==> src/rtl/tlb_op_unit_pkg.sv <==
//------------------------------------------------------------------------------
// Module   : tlb_op_unit_pkg
// Brief    : Shared widths, op encodings and sequencer states for the TLB op unit
// Revision : 1.0 - initial release
//------------------------------------------------------------------------------
`default_nettype none

package tlb_op_unit_pkg;

  localparam int TLBNUM  = 8;
  localparam int IDX_WD  = 3;

  localparam int VPN2_WD = 19;
  localparam int ASID_WD = 8;
  localparam int PFN_WD  = 20;
  localparam int C_WD    = 3;
  localparam int MASK_WD = 16;

  localparam logic [1:0] OP_TLBP  = 2'd0;
  localparam logic [1:0] OP_TLBR  = 2'd1;
  localparam logic [1:0] OP_TLBWI = 2'd2;
  localparam logic [1:0] OP_TLBWR = 2'd3;

  typedef enum logic [2:0] {
    ST_IDLE  = 3'd0,
    ST_PROBE = 3'd1,
    ST_READ  = 3'd2,
    ST_WRITE = 3'd3,
    ST_DONE  = 3'd4
  } state_t;

endpackage

`default_nettype wire

==> src/rtl/tlb_random_reg.sv <==
//------------------------------------------------------------------------------
// Module   : tlb_random_reg
// Brief    : CP0 Random register, free-running down-counter bounded by Wired
// Revision : 1.0 - initial release
//------------------------------------------------------------------------------
`default_nettype none

module tlb_random_reg
  import tlb_op_unit_pkg::*;
(
  input  logic              clk,
  input  logic              reset,
  input  logic              wired_we,
  input  logic [IDX_WD-1:0] wired,
  output logic [IDX_WD-1:0] random
);

  localparam logic [IDX_WD-1:0] c_rand_max = IDX_WD'(TLBNUM - 1);

  logic [IDX_WD-1:0] r_random;
  logic              w_wired_oob;
  logic              w_reload;

  // An out-of-range Wired can only exist when TLBNUM is not a power of two.
  generate
    if (TLBNUM == (1 << IDX_WD)) begin : g_pow2
      assign w_wired_oob = 1'b0;
    end else begin : g_npow2
      assign w_wired_oob = (wired > c_rand_max);
    end
  endgenerate

  assign w_reload = wired_we | (r_random == wired) | w_wired_oob | (r_random == '0);

  always_ff @(posedge clk) begin
    if (reset) begin
      r_random <= c_rand_max;
    end else if (w_reload) begin
      r_random <= c_rand_max;
    end else begin
      r_random <= r_random - 1'b1;
    end
  end

  assign random = r_random;

endmodule

`default_nettype wire

==> src/rtl/tlb_op_unit.sv <==
//------------------------------------------------------------------------------
// Module   : tlb_op_unit
// Brief    : Fixed-latency sequencer for TLBP/TLBR/TLBWI/TLBWR between CP0 and TLB
// Revision : 1.0 - initial release
//------------------------------------------------------------------------------
`default_nettype none

module tlb_op_unit
  import tlb_op_unit_pkg::*;
(
  input  logic               clk,
  input  logic               reset,
  input  logic               op_valid,
  input  logic [1:0]         op_type,
  output logic               op_ready,
  input  logic               op_flush,
  output logic               op_done,
  input  logic [VPN2_WD-1:0] cp0_vpn2,
  input  logic [ASID_WD-1:0] cp0_asid,
  input  logic [PFN_WD-1:0]  cp0_pfn0,
  input  logic [PFN_WD-1:0]  cp0_pfn1,
  input  logic [C_WD-1:0]    cp0_c0,
  input  logic [C_WD-1:0]    cp0_c1,
  input  logic               cp0_d0,
  input  logic               cp0_d1,
  input  logic               cp0_v0,
  input  logic               cp0_v1,
  input  logic               cp0_g0,
  input  logic               cp0_g1,
  input  logic [MASK_WD-1:0] cp0_mask,
  input  logic [IDX_WD-1:0]  cp0_index,
  input  logic [IDX_WD-1:0]  cp0_wired,
  input  logic               wired_we,
  output logic [IDX_WD-1:0]  random,
  output logic [VPN2_WD-1:0] s_vpn2,
  output logic               s_odd_page,
  output logic [ASID_WD-1:0] s_asid,
  input  logic               s_found,
  input  logic [IDX_WD-1:0]  s_index,
  output logic [IDX_WD-1:0]  r_index,
  input  logic [VPN2_WD-1:0] r_vpn2,
  input  logic [ASID_WD-1:0] r_asid,
  input  logic               r_g,
  input  logic [PFN_WD-1:0]  r_pfn0,
  input  logic [C_WD-1:0]    r_c0,
  input  logic               r_d0,
  input  logic               r_v0,
  input  logic [PFN_WD-1:0]  r_pfn1,
  input  logic [C_WD-1:0]    r_c1,
  input  logic               r_d1,
  input  logic               r_v1,
  input  logic [MASK_WD-1:0] r_mask,
  output logic               we,
  output logic [IDX_WD-1:0]  w_index,
  output logic [VPN2_WD-1:0] w_vpn2,
  output logic [ASID_WD-1:0] w_asid,
  output logic               w_g,
  output logic [PFN_WD-1:0]  w_pfn0,
  output logic [C_WD-1:0]    w_c0,
  output logic               w_d0,
  output logic               w_v0,
  output logic [PFN_WD-1:0]  w_pfn1,
  output logic [C_WD-1:0]    w_c1,
  output logic               w_d1,
  output logic               w_v1,
  output logic [MASK_WD-1:0] w_mask,
  output logic               idx_we,
  output logic               idx_p,
  output logic [IDX_WD-1:0]  idx_val,
  output logic               entry_we,
  output logic [VPN2_WD-1:0] e_vpn2,
  output logic [ASID_WD-1:0] e_asid,
  output logic [PFN_WD-1:0]  e_pfn0,
  output logic [C_WD-1:0]    e_c0,
  output logic               e_d0,
  output logic               e_v0,
  output logic               e_g0,
  output logic [PFN_WD-1:0]  e_pfn1,
  output logic [C_WD-1:0]    e_c1,
  output logic               e_d1,
  output logic               e_v1,
  output logic               e_g1,
  output logic [MASK_WD-1:0] e_mask
);

  state_t             r_state;
  state_t             w_state_next;
  logic               w_accept;

  logic [1:0]         r_op_type;
  logic [VPN2_WD-1:0] r_op_vpn2;
  logic [ASID_WD-1:0] r_op_asid;
  logic [PFN_WD-1:0]  r_op_pfn0;
  logic [PFN_WD-1:0]  r_op_pfn1;
  logic [C_WD-1:0]    r_op_c0;
  logic [C_WD-1:0]    r_op_c1;
  logic               r_op_d0;
  logic               r_op_d1;
  logic               r_op_v0;
  logic               r_op_v1;
  logic               r_op_g0;
  logic               r_op_g1;
  logic [MASK_WD-1:0] r_op_mask;
  logic [IDX_WD-1:0]  r_op_index;
  logic               r_found;
  logic [IDX_WD-1:0]  r_found_idx;

  tlb_random_reg u_random (
    .clk      (clk),
    .reset    (reset),
    .wired_we (wired_we),
    .wired    (cp0_wired),
    .random   (random)
  );

  always_ff @(posedge clk) begin
    if (reset) begin
      r_state <= ST_IDLE;
    end else begin
      r_state <= w_state_next;
    end
  end

  // Reset is folded into the strobes so a mid-op reset never reaches the TLB or CP0.
  always_comb begin
    w_state_next = r_state;
    w_accept     = 1'b0;
    op_ready     = 1'b0;
    op_done      = 1'b0;
    we           = 1'b0;
    idx_we       = 1'b0;
    entry_we     = 1'b0;
    case (r_state)
      ST_IDLE: begin
        op_ready = 1'b1;
        w_accept = op_valid & ~op_flush & ~reset;
        if (w_accept) begin
          case (op_type)
            OP_TLBP: w_state_next = ST_PROBE;
            OP_TLBR: w_state_next = ST_READ;
            default: w_state_next = ST_WRITE;
          endcase
        end
      end
      ST_PROBE, ST_READ: begin
        w_state_next = op_flush ? ST_IDLE : ST_DONE;
      end
      ST_WRITE: begin
        we           = ~op_flush & ~reset;
        w_state_next = op_flush ? ST_IDLE : ST_DONE;
      end
      ST_DONE: begin
        op_done      = ~reset;
        idx_we       = ~reset & (r_op_type == OP_TLBP);
        entry_we     = ~reset & (r_op_type == OP_TLBR);
        w_state_next = ST_IDLE;
      end
      default: w_state_next = ST_IDLE;
    endcase
  end

  always_ff @(posedge clk) begin
    if (reset) begin
      r_op_type  <= OP_TLBP;
      r_op_vpn2  <= '0;
      r_op_asid  <= '0;
      r_op_pfn0  <= '0;
      r_op_pfn1  <= '0;
      r_op_c0    <= '0;
      r_op_c1    <= '0;
      r_op_d0    <= 1'b0;
      r_op_d1    <= 1'b0;
      r_op_v0    <= 1'b0;
      r_op_v1    <= 1'b0;
      r_op_g0    <= 1'b0;
      r_op_g1    <= 1'b0;
      r_op_mask  <= '0;
      r_op_index <= '0;
    end else if (w_accept) begin
      r_op_type  <= op_type;
      r_op_vpn2  <= cp0_vpn2;
      r_op_asid  <= cp0_asid;
      r_op_pfn0  <= cp0_pfn0;
      r_op_pfn1  <= cp0_pfn1;
      r_op_c0    <= cp0_c0;
      r_op_c1    <= cp0_c1;
      r_op_d0    <= cp0_d0;
      r_op_d1    <= cp0_d1;
      r_op_v0    <= cp0_v0;
      r_op_v1    <= cp0_v1;
      r_op_g0    <= cp0_g0;
      r_op_g1    <= cp0_g1;
      r_op_mask  <= cp0_mask;
      r_op_index <= (op_type == OP_TLBWR) ? random : cp0_index;
    end
  end

  always_ff @(posedge clk) begin
    if (reset) begin
      r_found     <= 1'b0;
      r_found_idx <= '0;
    end else if (r_state == ST_PROBE) begin
      r_found     <= s_found;
      r_found_idx <= s_index;
    end
  end

  always_ff @(posedge clk) begin
    if (reset) begin
      e_vpn2 <= '0;
      e_asid <= '0;
      e_pfn0 <= '0;
      e_c0   <= '0;
      e_d0   <= 1'b0;
      e_v0   <= 1'b0;
      e_g0   <= 1'b0;
      e_pfn1 <= '0;
      e_c1   <= '0;
      e_d1   <= 1'b0;
      e_v1   <= 1'b0;
      e_g1   <= 1'b0;
      e_mask <= '0;
    end else if (r_state == ST_READ) begin
      e_vpn2 <= r_vpn2;
      e_asid <= r_asid;
      e_pfn0 <= r_pfn0;
      e_c0   <= r_c0;
      e_d0   <= r_d0;
      e_v0   <= r_v0;
      e_g0   <= r_g;
      e_pfn1 <= r_pfn1;
      e_c1   <= r_c1;
      e_d1   <= r_d1;
      e_v1   <= r_v1;
      e_g1   <= r_g;
      e_mask <= r_mask;
    end
  end

  assign idx_p      = idx_we & ~r_found;
  assign idx_val    = (idx_we & r_found) ? r_found_idx : '0;

  assign s_vpn2     = r_op_vpn2;
  assign s_asid     = r_op_asid;
  assign s_odd_page = 1'b0;
  assign r_index    = r_op_index;

  assign w_index    = r_op_index;
  assign w_vpn2     = r_op_vpn2;
  assign w_asid     = r_op_asid;
  assign w_g        = r_op_g0 & r_op_g1;
  assign w_pfn0     = r_op_pfn0;
  assign w_c0       = r_op_c0;
  assign w_d0       = r_op_d0;
  assign w_v0       = r_op_v0;
  assign w_pfn1     = r_op_pfn1;
  assign w_c1       = r_op_c1;
  assign w_d1       = r_op_d1;
  assign w_v1       = r_op_v1;
  assign w_mask     = r_op_mask;

endmodule

`default_nettype wire

==> config.mk <==
export PLATFORM = sky130hd
export DESIGN_NAME = tlb_op_unit
export DESIGN_NICKNAME = d
export VERILOG_FILES = /design/src/rtl/tlb_op_unit_pkg.sv /design/src/rtl/tlb_random_reg.sv /design/src/rtl/tlb_op_unit.sv
export SDC_FILE = /design/constraint.sdc
export NUM_CORES = 1
export LEC_CHECK = 0
export CORE_AREA = 5 5 169 171
export CTS_CLUSTER_DIAMETER = 30
export DETAILED_ROUTE_END_ITERATION = 10
export DIE_AREA = 0 0 174 176
export GPL_TIMING_DRIVEN = 0
export PLACE_DENSITY = 0.66
export SLEW_MARGIN = 20
export SYNTH_ARGS = -nofsm -noshare
export SYNTH_HDL_FRONTEND = slang
export SYNTH_SLANG_ARGS = --single-unit
export TNS_END_PERCENT = 30
==> constraint.sdc <==
create_clock -name clk -period 1.95 [get_ports clk]
set_clock_uncertainty 0.2 [all_clocks]
set_input_delay 0.4875 -clock clk [delete_from_list [all_inputs] [get_ports clk]]
set_output_delay 0.4875 -clock clk [all_outputs]
set_load 0.01 [all_outputs]
==> summary.txt <==
=================================================================================================================
Number of distinct standard cells referenced by the synthesized netlist ............................           33
Most common library cell in the layout ignoring fill and taps ...................................... sky130_fd_sc_hd__clkdlybuf4s50_1
Maximum clock insertion buffer count ...............................................................            3
Number of antenna violations at the first check in global routing ..................................            1
Die Outline Area ...................................................................................    30600 µm²
Synth top area cells ............................................................................... sky130_fd_sc_hd__dfxtp_1 53%, sky130_fd_sc_hd__a21oi_1 13%, sky130_fd_sc_hd__nand2_1 9.4%, sky130_fd_sc_hd__nand3_1 6.5%, sky130_fd_sc_hd__o21ai_0 5.6%
Core occupancy in the finished layout ..............................................................        52.9%
CP endpoint kind ...................................................................................  output port
Final weighted congestion of routability-driven global placement ...................................        0.813
Final Instance Area ................................................................................    14100 µm²
Kind of critical path .............................................................................. flop to output port
Post-cts hold buffer count .........................................................................            0
Post-synth EDFFs ...................................................................................            0
Simple-gate area share of the yosys netlist ........................................................        18.3%
Total power after layout ...........................................................................     14500 µW
Syn Nets ...........................................................................................         1164
Kind of path behind the tightest hold check ........................................................ flop to flop
Clock-pin slew of the registers on the worst-case setup and hold paths .............................      0.04 ns
Register-to-register setup slack ...................................................................         0 ns
Maximum vdd drop ...................................................................................   0.000592 V
Capture instance of the worst register-to-register path ............................................    e_pfn0[6]
LEAKAGE ............................................................................................   0.00620 µW
Clock period minus worst slack .....................................................................      2.62 ns
Non-Filler Instances ...............................................................................         1829
Maximum net fanout on the critical path ............................................................            9
Drt drc ............................................................................................            0
Post-placement worst setup slack ...................................................................     -1.20 ns
Arrival time of the worst setup path ...............................................................      1.94 ns
WP data required ...................................................................................      1.26 ns
Worst max-slew margin expressed relative to the limit ..............................................        61.3%
Netlist Area Pre-Place .............................................................................     7750 µm²
Hold Crit Endpoint ................................................................................. u_random.random[0]
Worst Setup Slack, final ...........................................................................    -0.675 ns
Detailed-route wire length per cell ................................................................      18.3 µm
Total placed instance area .........................................................................    12600 µm²
Wire length of the first global-routing pass .......................................................     49700 µm
Worst r2r src ......................................................................................   r_state[0]
Final net count ....................................................................................         1658
Cell depth of the worst hold path ..................................................................            1
Number of top-level design ports ...................................................................          441
Endpoints failing setup ............................................................................            9
Count of routing violations after the opening detailed-route iteration .............................          406
Area of the core ...................................................................................    26700 µm²
Number of max-slew violations in the final report ..................................................            0
Root Driver ........................................................................................ sky130_fd_sc_hd__clkbuf_16
Register area share after synthesis ................................................................        52.7%
Setup repair after global routing missed its margin ................................................          yes
Vias in the first global route .....................................................................         8579
Area growth from synthesis to layout ...............................................................        82.5%
Die boundary width .................................................................................       174 µm
Number of nets with antenna violations after detailed routing ......................................            0
Multiplexer share of the synthesized area ..........................................................       0.517%
Count of filler cells inserted in the layout .......................................................         2639
Clock latency on the worst-skew pair ...............................................................      0.52 ns
Outcome ............................................................................................ finished, violations left
Most used cells in the layout excluding fill and tap cells ......................................... 203 x sky130_fd_sc_hd__clkdlybuf4s50_1, 195 x sky130_fd_sc_hd__nand2_1, 194 x sky130_fd_sc_hd__a21oi_1, 194 x sky130_fd_sc_hd__dlygate4sd2_1, 183 x sky130_fd_sc_hd__dfxtp_1
Synthesized netlist cell count .....................................................................          956
Final hold viol count ..............................................................................            0
Pre-antenna DRT Iters ..............................................................................            4
Average vias per placed instance ...................................................................         4.75
Num CTS Buffers ....................................................................................           50
Primary flip-flop cell chosen by synthesis mapping ................................................. sky130_fd_sc_hd__dfxtp_1
Starting utilization of the core area ..............................................................        29.0%
Failing checks ..................................................................................... negative setup slack
Fraction of final layout cells sized beyond drive strength 1 .......................................        16.3%
Worst Reg-to-Reg Cells .............................................................................            6
Critical-path cell list ............................................................................ or4b_4 > nor3_4 > and3_1 > buf_2
Dpl hpwl ...........................................................................................     25100 µm
Largest net degree at the start of global routing ..................................................           13
Complex-gate fraction of the synthesized area ......................................................        19.4%
Slowest CP cell .................................................................................... sky130_fd_sc_hd__or4b_4
Overflow left after global routing .................................................................            0
Share of the synthesized area in the top cell type .................................................        52.7%
Count of H-tree levels built during CTS ............................................................            2
Syn_area_per_cell ..................................................................................     8.11 µm²
Worst hold start ................................................................................... u_random.random[0]
CTS tree ...........................................................................................          yes
Number of max-cap violations .......................................................................            0
Dominant cell type by area after synthesis ......................................................... sky130_fd_sc_hd__dfxtp_1
Combinational family with the most area after synthesis ............................................ compound AO/OA/AOI/OAI gates
# port buffers .....................................................................................          439
Actual transition at the worst max-transition pin ..................................................     0.580 ns
Maximum clock frequency ............................................................................    0.381 GHz
Arithmetic-cell share of the synthesized area counting full adders, half adders and majority gates .       0.323%
Total of flip-flops plus latches after synthesis ...................................................          204
Count of synthesis-stage warnings from yosys .......................................................            0
Wire length reported by the detailed router ........................................................     33500 µm
Worst stage delay on the critical path .............................................................      0.52 ns
Total number of vias ...............................................................................         8693
Total clock sinks ..................................................................................          204
Number of core rows ................................................................................           60
Areal power density over the cells .................................................................  1030 nW/µm²
Post-synthesis xor/xnor area fraction ..............................................................       0.339%
Tot GR Track Use ...................................................................................        20.5%
FFs w/ async S/R, synth ............................................................................           0%
Startpoint types ...................................................................................         flop
Period Utilization, post-route .....................................................................         135%
Die Y ..............................................................................................       176 µm
Placed Cells incl. Taps ............................................................................         1736
=================================================================================================================
[Yosys cell counts (all sizes together) (2+ instances only)]
cell,count
o21ai,97
or3b,2
inv,4
buf,68
clkbuf,52
nand2,195
nand3,100
or3,2
nor2,7
nor3,4
ha,2
and3,4
xnor2,3
a311oi,3
dfxtp,204
mux2i,4
a21oi,194
nor3b,4
[metrics by stage]
stage	hold WS [ns]	TNS, ns
4_1_cts	0.226	-8.13
5_1_grt	0.236	-15.30
3_5_place_dp	0.247	-152.97
3_3_place_gp	0.241	-153.20
2_1_floorplan	0.246	-0.673
6_report	0.226	-4.44
[what timing repair did]
item	in CTS	in global routing
cloned	0	0
setup buffers	4	0
endpoints found under the setup margin	360	173
pin swaps	5	2
resized for setup	328	34
[state kept, by name, summed over array words and instances (netlist names), 8 cells and up]
signal and count:
w_mask 16, e_pfn0 20, s_asid 8, e_pfn1 20
s_vpn2 19, w_pfn0 20, e_asid 8, w_pfn1 20
e_mask 16, e_vpn2 19
[report_power, final]
part,internal (µW),switching (µW)
registers,4310,74.7
clock network,6320,2480
logic,693,645
total,11300,3200
[metal layers]
| layer | up-vias | track usage (%) | share of wire (%) |
|---|---|---|---|
| met3 | 56 | 6.45 | 7.6 |
| met2 | 335 | 35.7 | 50 |
| met5 | - | 0 | 0 |
| met4 | 0 | 6.53 | 2.5 |
| met1 | 4066 | 24.1 | 40 |
| li1 | 4236 | - | - |
[critical path, delay by kind of cell (launching register included)]
kind	cells	cell delay, ns
buffers and inverters	1	0.14
DFF	1	0.36
and+or+nand+nor	3	0.91
[worst max path at each step]
stage,start,to,slack [ns],cells after the start
4_1_cts,r_state[0],idx_val[1],-0.74,4
2_1_floorplan,reset,idx_val[0],-0.16,3
5_1_grt,r_state[2],idx_val[2],-0.76,4
6_report,r_state[1],idx_val[1],-0.67,4
3_3_place_gp,reset,idx_val[2],-1.20,5
3_5_place_dp,reset,idx_val[0],-1.20,5
[logic make-up (layout without fill, tap and decap cells)]
kind of cell	count (synthesis)	after routing
adders and majority gates	2	2
and+or+nand+nor	322	322
DFF	204	204
AOI/OAI and AO/OA	296	296
buffers and inverters	124	655
xor gates and xnor gates	3	3
other	1	2
muxes	4	4
[layout make-up]
cell class / instances / area (µm²) / area share, %
inverters: 4 / 15.0 / 0.106
flip-flops and latches: 204 / 4120 / 29.1
multi-input cells: 628 / 3030 / 21.4
clock buffers: 65 / 1400 / 9.89
clock inverters: 24 / 400 / 2.83
diodes: 1 / 2.50 / 0.0177
repair buffers: 443 / 4080 / 28.9
well taps: 341 / 427 / 3.02
plain buffers: 119 / 669 / 4.73
No activity file was read; power rests on OpenSTA's default activity.
